## src/rtl/batalha_naval_pkg.sv

```systemverilog
// ============================================================================
// Module   : batalha_naval_pkg
// Brief    : Shared game states and result LED codes for the battleship controller.
// Revision : 1.0
// ============================================================================
`default_nettype none

package batalha_naval_pkg;

  typedef enum logic [1:0] {
    DESLIGADO      = 2'd0,
    POSICIONAMENTO = 2'd1,
    ATAQUE         = 2'd2,
    FIM            = 2'd3
  } estado_t;

  localparam logic [1:0] LED_APAGADO  = 2'b00;
  localparam logic [1:0] LED_ACERTO   = 2'b01;
  localparam logic [1:0] LED_ERRO     = 2'b10;
  localparam logic [1:0] LED_INVALIDO = 2'b11;

endpackage

`default_nettype wire

```

## src/rtl/contador_piscar.sv

```systemverilog
// ============================================================================
// Module   : contador_piscar
// Brief    : Free-running blink phase generator; phase starts high after reset
//            and toggles every PERIODO clock cycles.
// Revision : 1.0
// ============================================================================
`default_nettype none

module contador_piscar #(
  parameter int PERIODO = 190
) (
  input  logic clk,
  input  logic rst,
  output logic o_fase
);

  localparam int CW = (PERIODO > 1) ? $clog2(PERIODO) : 1;

  logic [CW-1:0] r_cnt;
  logic          r_fase;

  always_ff @(posedge clk) begin
    if (rst) begin
      r_cnt  <= '0;
      r_fase <= 1'b1;
    end else if (r_cnt == CW'(PERIODO - 1)) begin
      r_cnt  <= '0;
      r_fase <= ~r_fase;
    end else begin
      r_cnt  <= r_cnt + CW'(1);
    end
  end

  assign o_fase = r_fase;

endmodule

`default_nettype wire

```

## src/rtl/controlador_batalha_naval_param.sv

```systemverilog
// ============================================================================
// Module   : controlador_batalha_naval_param
// Brief    : Parametrised battleship controller (layout latch, attacks, shot
//            limit, win/loss). Define PISCAR_ERROS_EN to blink misses.
// Revision : 1.0
// ============================================================================
`default_nettype none

module controlador_batalha_naval_param
  import batalha_naval_pkg::*;
#(
  parameter int NUM_COLUNAS   = 5,
  parameter int NUM_LINHAS    = 7,
  parameter int MAX_TIROS     = 16,
  parameter int PERIODO_PISCA = 190
) (
  input  logic                               clock,
  input  logic                               reset,
  input  logic                               ligado,
  input  logic                               modo,
  input  logic                               carregar_tabuleiro,
  input  logic [NUM_COLUNAS*NUM_LINHAS-1:0]  tabuleiro_posicionamento,
  input  logic                               confirmar_ataque,
  input  logic [$clog2(NUM_COLUNAS)-1:0]     ataque_coluna,
  input  logic [$clog2(NUM_LINHAS)-1:0]      ataque_linha,
  output logic [NUM_COLUNAS*NUM_LINHAS-1:0]  tabuleiro_saida,
  output logic [1:0]                         ledRGB,
  output logic [$clog2(MAX_TIROS+1)-1:0]     tiros_restantes,
  output logic                               vitoria,
  output logic                               derrota
);

  localparam int NC = NUM_COLUNAS * NUM_LINHAS;
  localparam int IW = $clog2(NC);
  localparam int NW = $clog2(NC + 1);
  localparam int TW = $clog2(MAX_TIROS + 1);

  estado_t         r_estado, w_prox;
  logic [NC-1:0]   r_navios_mapa, r_acertos_mapa, r_erros_mapa, r_saida, w_saida_prox;
  logic [NW-1:0]   r_navios, r_acertos, w_pop;
  logic [TW-1:0]   r_tiros;
  logic [1:0]      r_led;
  logic            r_vitoria, r_derrota, r_ganhou_pend, r_perdeu_pend;
  logic            w_limpa, w_carrega, w_acabou, w_ataque, w_fora, w_repetido, w_navio;
  logic            w_entra_fim, w_fase_erros;
  logic [IW-1:0]   w_idx;
  logic [NC-1:0]   w_mask;

  always_ff @(posedge clock) begin
    if (reset) r_estado <= DESLIGADO;
    else       r_estado <= w_prox;
  end

  always_comb begin
    w_prox = r_estado;
    if (!ligado) begin
      w_prox = DESLIGADO;
    end else begin
      case (r_estado)
        DESLIGADO:      w_prox = POSICIONAMENTO;
        POSICIONAMENTO: if (modo && r_navios != '0) w_prox = ATAQUE;
        ATAQUE: begin
          if (!modo)                               w_prox = POSICIONAMENTO;
          else if (r_ganhou_pend || r_perdeu_pend) w_prox = FIM;
        end
        FIM:            if (!modo) w_prox = POSICIONAMENTO;
        default:        w_prox = DESLIGADO;
      endcase
    end
  end

  always_comb begin
    w_limpa     = !ligado || ((r_estado == ATAQUE || r_estado == FIM) && !modo);
    w_carrega   = ligado && (r_estado == POSICIONAMENTO) && carregar_tabuleiro;
    w_acabou    = (r_acertos == r_navios) || (r_tiros == '0);
    w_ataque    = ligado && modo && (r_estado == ATAQUE) && confirmar_ataque && !w_acabou;
    w_fora      = (int'(ataque_coluna) >= NUM_COLUNAS) || (int'(ataque_linha) >= NUM_LINHAS);
    w_idx       = IW'(int'(ataque_coluna) * NUM_LINHAS + int'(ataque_linha));
    w_mask      = NC'(1) << w_idx;
    w_repetido  = |(w_mask & (r_acertos_mapa | r_erros_mapa));
    w_navio     = |(w_mask & r_navios_mapa);
    w_entra_fim = (r_estado == ATAQUE) && (w_prox == FIM);
    w_pop       = '0;
    for (int i = 0; i < NC; i++) w_pop = w_pop + NW'(tabuleiro_posicionamento[i]);
    case (r_estado)
      POSICIONAMENTO: w_saida_prox = tabuleiro_posicionamento;
      ATAQUE:         w_saida_prox = r_acertos_mapa | (r_erros_mapa & {NC{w_fase_erros}});
      FIM:            w_saida_prox = r_navios_mapa;
      default:        w_saida_prox = '0;
    endcase
  end

`ifdef PISCAR_ERROS_EN
  logic w_pisca_rst;
  assign w_pisca_rst = reset || (r_estado != ATAQUE && w_prox == ATAQUE);

  contador_piscar #(
    .PERIODO (PERIODO_PISCA)
  ) u_contador_piscar (
    .clk    (clock),
    .rst    (w_pisca_rst),
    .o_fase (w_fase_erros)
  );
`else
  // Misses are shown steadily alongside hits.
  assign w_fase_erros = (PERIODO_PISCA > 0);
`endif

  always_ff @(posedge clock) begin
    if (reset) begin
      r_navios_mapa  <= '0;
      r_navios       <= '0;
      r_acertos_mapa <= '0;
      r_erros_mapa   <= '0;
      r_acertos      <= '0;
      r_tiros        <= TW'(MAX_TIROS);
      r_led          <= LED_APAGADO;
      r_vitoria      <= 1'b0;
      r_derrota      <= 1'b0;
      r_ganhou_pend  <= 1'b0;
      r_perdeu_pend  <= 1'b0;
      r_saida        <= '0;
    end else begin
      r_saida       <= w_saida_prox;
      // End of game is judged on the settled counters, one cycle after the shot.
      r_ganhou_pend <= ligado && modo && (r_estado == ATAQUE) && (r_acertos == r_navios);
      r_perdeu_pend <= ligado && modo && (r_estado == ATAQUE) && (r_tiros == '0) &&
                       (r_acertos != r_navios);
      if (w_carrega) begin
        r_navios_mapa <= tabuleiro_posicionamento;
        r_navios      <= w_pop;
      end
      if (w_limpa) begin
        r_acertos_mapa <= '0;
        r_erros_mapa   <= '0;
        r_acertos      <= '0;
        r_tiros        <= TW'(MAX_TIROS);
        r_led          <= LED_APAGADO;
        r_vitoria      <= 1'b0;
        r_derrota      <= 1'b0;
      end else begin
        if (w_ataque) begin
          if (w_fora || w_repetido) begin
            r_led <= LED_INVALIDO;
          end else if (w_navio) begin
            r_acertos_mapa <= r_acertos_mapa | w_mask;
            r_acertos      <= r_acertos + NW'(1);
            r_tiros        <= r_tiros - TW'(1);
            r_led          <= LED_ACERTO;
          end else begin
            r_erros_mapa <= r_erros_mapa | w_mask;
            r_tiros      <= r_tiros - TW'(1);
            r_led        <= LED_ERRO;
          end
        end
        if (w_entra_fim) begin
          r_vitoria <= r_ganhou_pend;
          r_derrota <= r_perdeu_pend;
        end
      end
    end
  end

  assign tabuleiro_saida = r_saida;
  assign ledRGB          = r_led;
  assign tiros_restantes = r_tiros;
  assign vitoria         = r_vitoria;
  assign derrota         = r_derrota;

endmodule

`default_nettype wire

```

## config.mk

```make
export PLATFORM = sky130hd
export DESIGN_NAME = controlador_batalha_naval_param
export DESIGN_NICKNAME = d
export VERILOG_FILES = /design/src/rtl/batalha_naval_pkg.sv /design/src/rtl/contador_piscar.sv /design/src/rtl/controlador_batalha_naval_param.sv
export SDC_FILE = /design/constraint.sdc
export NUM_CORES = 1
export LEC_CHECK = 0
export BUFFER_PORTS_ARGS = -buffer_cell sky130_fd_sc_hd__buf_2
export CAP_MARGIN = 20
export CELL_PAD_IN_SITES_DETAIL_PLACEMENT = 1
export CELL_PAD_IN_SITES_GLOBAL_PLACEMENT = 1
export CORE_ASPECT_RATIO = 1.1
export CORE_MARGIN = 5
export CORE_UTILIZATION = 45
export DETAILED_ROUTE_END_ITERATION = 8
export PLACE_DENSITY_LB_ADDON = 0.3
export SLEW_MARGIN = 10
export SYNTH_ARGS = -nofsm -noshare
export SYNTH_HDL_FRONTEND = slang
export SYNTH_HIERARCHICAL = 1
export SYNTH_SLANG_ARGS = --single-unit
```

## constraint.sdc

```tcl
create_clock -name clock -period 5.85 [get_ports clock]
set_input_delay 0.8775 -clock clock [delete_from_list [all_inputs] [get_ports clock]]
set_output_delay 0.8775 -clock clock [all_outputs]
set_load 0.1 [all_outputs]
```

==> results.ini <==
[drt]
drtPass1Iterations = 6
wl_um = 29700
route.detailed.drc = 0
vias = 7981
drt-initial-drc-count = 677
vias_per_cell = 6.05
ant_nets = 0
wl_per_cell_um = 22.5

[timing]
fmax_mhz = 187
tns_ns = 0
finalHoldViolCount = 0
skew_ns = 0.0121
period_minus_slack_ns = 5.34
setup_viol = 0
slew_violations = 0
max_slew_margin = 0.322
worstMarginPinSlew_ns = 1.01
fin_hold_ws_ns = 0.470
fin_crit_sh = 0.913
rsz0062_at_grt = false

[flow_run]
drv_cap = 0

[grt]
antenna_found_initial = 4
track_usage = 0.274
grt_max_degree = 79
grt_pass1_vias = 8234
overflow = 0
grt_pass1_wl_um = 46800

[final_layout]
seq_area_um2 = 3300
multi_input_area_um2 = 4670
fill_cells = 2227
fin_nets = 1162
final_common_cell = dfxtp_1
n_antenna_cell = 0
fin_cells = 1320
final_cell_mix = dfxtp_1 (164), nand2_1 (140), nor2_1 (115), buf_2 (90), inv_1 (69)
final_util = 0.529
area_growth_pct = 15.1
drive_gt1_frac = 0.156

[pwr]
peakVddDrop_mv = 0.213
p_sw_w = 0.00139
finalPower_w = 0.00369
p_sw_frac = 0.376
p_clk_frac = 0.312
powerDensity_nw_per_um2 = 376
leakage_nw = 3.95
pwr-share-seq = 0.316
power_frac_comb = 0.372
p_int_w = 0.00230

[die]
die_area_um2 = 21800
design.core.area_um2 = 18500
placementRows = 52
start_util = 0.460
io_pins = 91
fp.dieH_um = 154
die_x_um = 141

[setup_path]
crit_required_ns = 6.20
crit_end = r_navios[4]
r2r_cells = 10
cp_cell_sequence = buf_2 -> inv_1 -> fa_1 -> inv_1 -> fa_1 -> inv_1 -> fa_1 -> fa_1 -> fa_1 -> fa_1 -> inv_1 -> fa_1 -> inv_1 -> fa_1 -> inv_1 -> a21o_1 -> a21oi_1 -> xnor2_1 -> nand2_1 -> a21oi_1
critPathMaxFanout = 3
r2r_start = tiros_restantes[0]
critPathLaunchType = input pin
max_stage_delay_ns = 0.55
crit_path_start = tabuleiro_posicionamento[11]
endpoint_kind = flip-flop
cp.arrival_ns = 5.69
cp_common_cell = fa_1
reg2reg_slack_ns = 2.46
r2r-end = r_acertos[5]
slowest_stage = fa_1
path_class = in -> reg

[clocking]
clockBufferDepth = 2
numCtsBuffers = 17
postCtsHoldBufs = 0
cts_tree = built
cts.sinks = 165
clk_pin_slew_worst_paths_ns = 0.07
cts_root_buf = clkbuf_16
cts_repair_resize_count = 0
clk_latency_ns = 0.43
cts_setup_buffers = 0
cts.htree.levels = 4

[synthesis]
ys_ff_latch = 165
yosysWarnings = 6
yosysSeqAreaShare = 0.388
synth_edf_count = 0
synth_ff_type = dfxtp_1
synth_area_per_cell_um2 = 8.51
syn_area_um2 = 8520
ys_async_sr_fraction = 0
synth_nets = 1099
postSynthCellCount = 1001
ys_types = 75

[placed_design]
placed_cells_incl_taps = 1288
gp_congestion = 0.940
dp_hpwl_um = 21700
portBuffers = 90

[run_status]
status = finished clean

[worst_hold_path]
hp-class = reg -> reg

[registers in the layout, summed over array words and instances (netlist names), 2 cells and up]
name	flops
ledRGB	2
r_acertos	6
r_acertos_mapa	35
r_erros_mapa	35
r_estado	2
r_navios	6
r_navios_mapa	35
tabuleiro_saida	35
tiros_restantes	5
[power by group through the flow]
| stage | Combinational [W] | Sequential (W) | Clock, W |
|---|---|---|---|
| after floorplan | 0.000889 | 0.00125 | 0 |
| after global placement | 0.00130 | 0.00119 | 0 |
| after detailed placement | 0.00137 | 0.00119 | 0 |
| after CTS | 0.00138 | 0.00117 | 0.00117 |
| after global routing | 0.00150 | 0.00117 | 0.00122 |
| final | 0.00137 | 0.00117 | 0.00115 |
[cell usage after synthesis, types with 3 or more instances]
cell type    n  share of area
clkbuf_1    51          0.022
o211ai_1     4         0.0035
nor4_1      10         0.0073
buf_2       10         0.0059
xnor2_1      5         0.0051
o21ai_0     49          0.029
a211oi_1     6         0.0053
a21o_1       6         0.0053
a32o_1      32          0.038
a22o_1      39          0.040
o31ai_1      3         0.0026
nand3_1     18          0.011
fa_1        31          0.073
a21oi_1     56          0.033
inv_1       69          0.030
nand2b_1     3         0.0022
a22oi_1     37          0.033
dfxtp_1    165           0.39
buf_1        4         0.0018
and3_1      12         0.0088
nor3_1      14         0.0082
o22ai_1      3         0.0022
nand2_1    140          0.062
xor2_1       7         0.0072
o221ai_1     3         0.0031
nand4_1      5         0.0037
or3_1        5         0.0037
nand3b_1     4         0.0035
mux2i_1      8         0.0094
nor2b_1      4         0.0029
ha_1        20          0.029
buf_4        3         0.0026
nor2_1     115          0.051
or4_1        7         0.0062
[layer usage]
metal	global-route usage	wire length (um)	vias to the layer above
li1	-	-	3644
met1	0.358	12800	3991
met2	0.442	14000	281
met3	0.0670	1980	59
met4	0.0951	849	6
met5	0	29	-
[worst min-delay path by stage]
stage / from / to / cells past startpoint
6_report: r_erros_mapa[15] / r_erros_mapa[15] / 1
3_3_place_gp: r_erros_mapa[23] / r_erros_mapa[23] / 1
3_5_place_dp: r_erros_mapa[3] / r_erros_mapa[3] / 1
2_1_floorplan: r_erros_mapa[13] / r_erros_mapa[13] / 1
4_1_cts: r_erros_mapa[3] / r_erros_mapa[3] / 1
5_1_grt: r_erros_mapa[31] / r_erros_mapa[31] / 1
[worst max-delay path, delay by kind of cell]
family / cells / cell delay [ns]
fa+ha+maj: 8 / 3.63
compound gates: 3 / 0.52
xor+xnor: 1 / 0.13
simple gates: 1 / 0.08
buf+inv: 7 / 0.46
[cells by family after synthesis]
logic type | Yosys count | share of synthesized area
compound gates | 269 | 0.228
fa+ha+maj | 51 | 0.102
mux | 10 | 0.0120
simple gates | 353 | 0.188
flops | 165 | 0.388
xor+xnor | 13 | 0.0156
buf+inv | 140 | 0.0662
[through the flow]
| stage | instance area [um2] | worst slack, ns |
|---|---|---|
| floorplan | 8520 | 0.592 |
| global placement | 9220 | 0.231 |
| detailed placement | 9220 | 0.107 |
| CTS | 9810 | 0.513 |
| global route | 9810 | 0.299 |
| finish | 9810 | 0.508 |
[cell type report]
cell class                 instances  share of cell area
multi-input combinational        696               0.476
sequential                       165               0.337
timing repair buffer             114              0.0694
clock buffer                      17              0.0434
tap                              243              0.0310
inverter                          70              0.0268
clock inverter                    15              0.0170
Power figures use the tool's default switching activity.
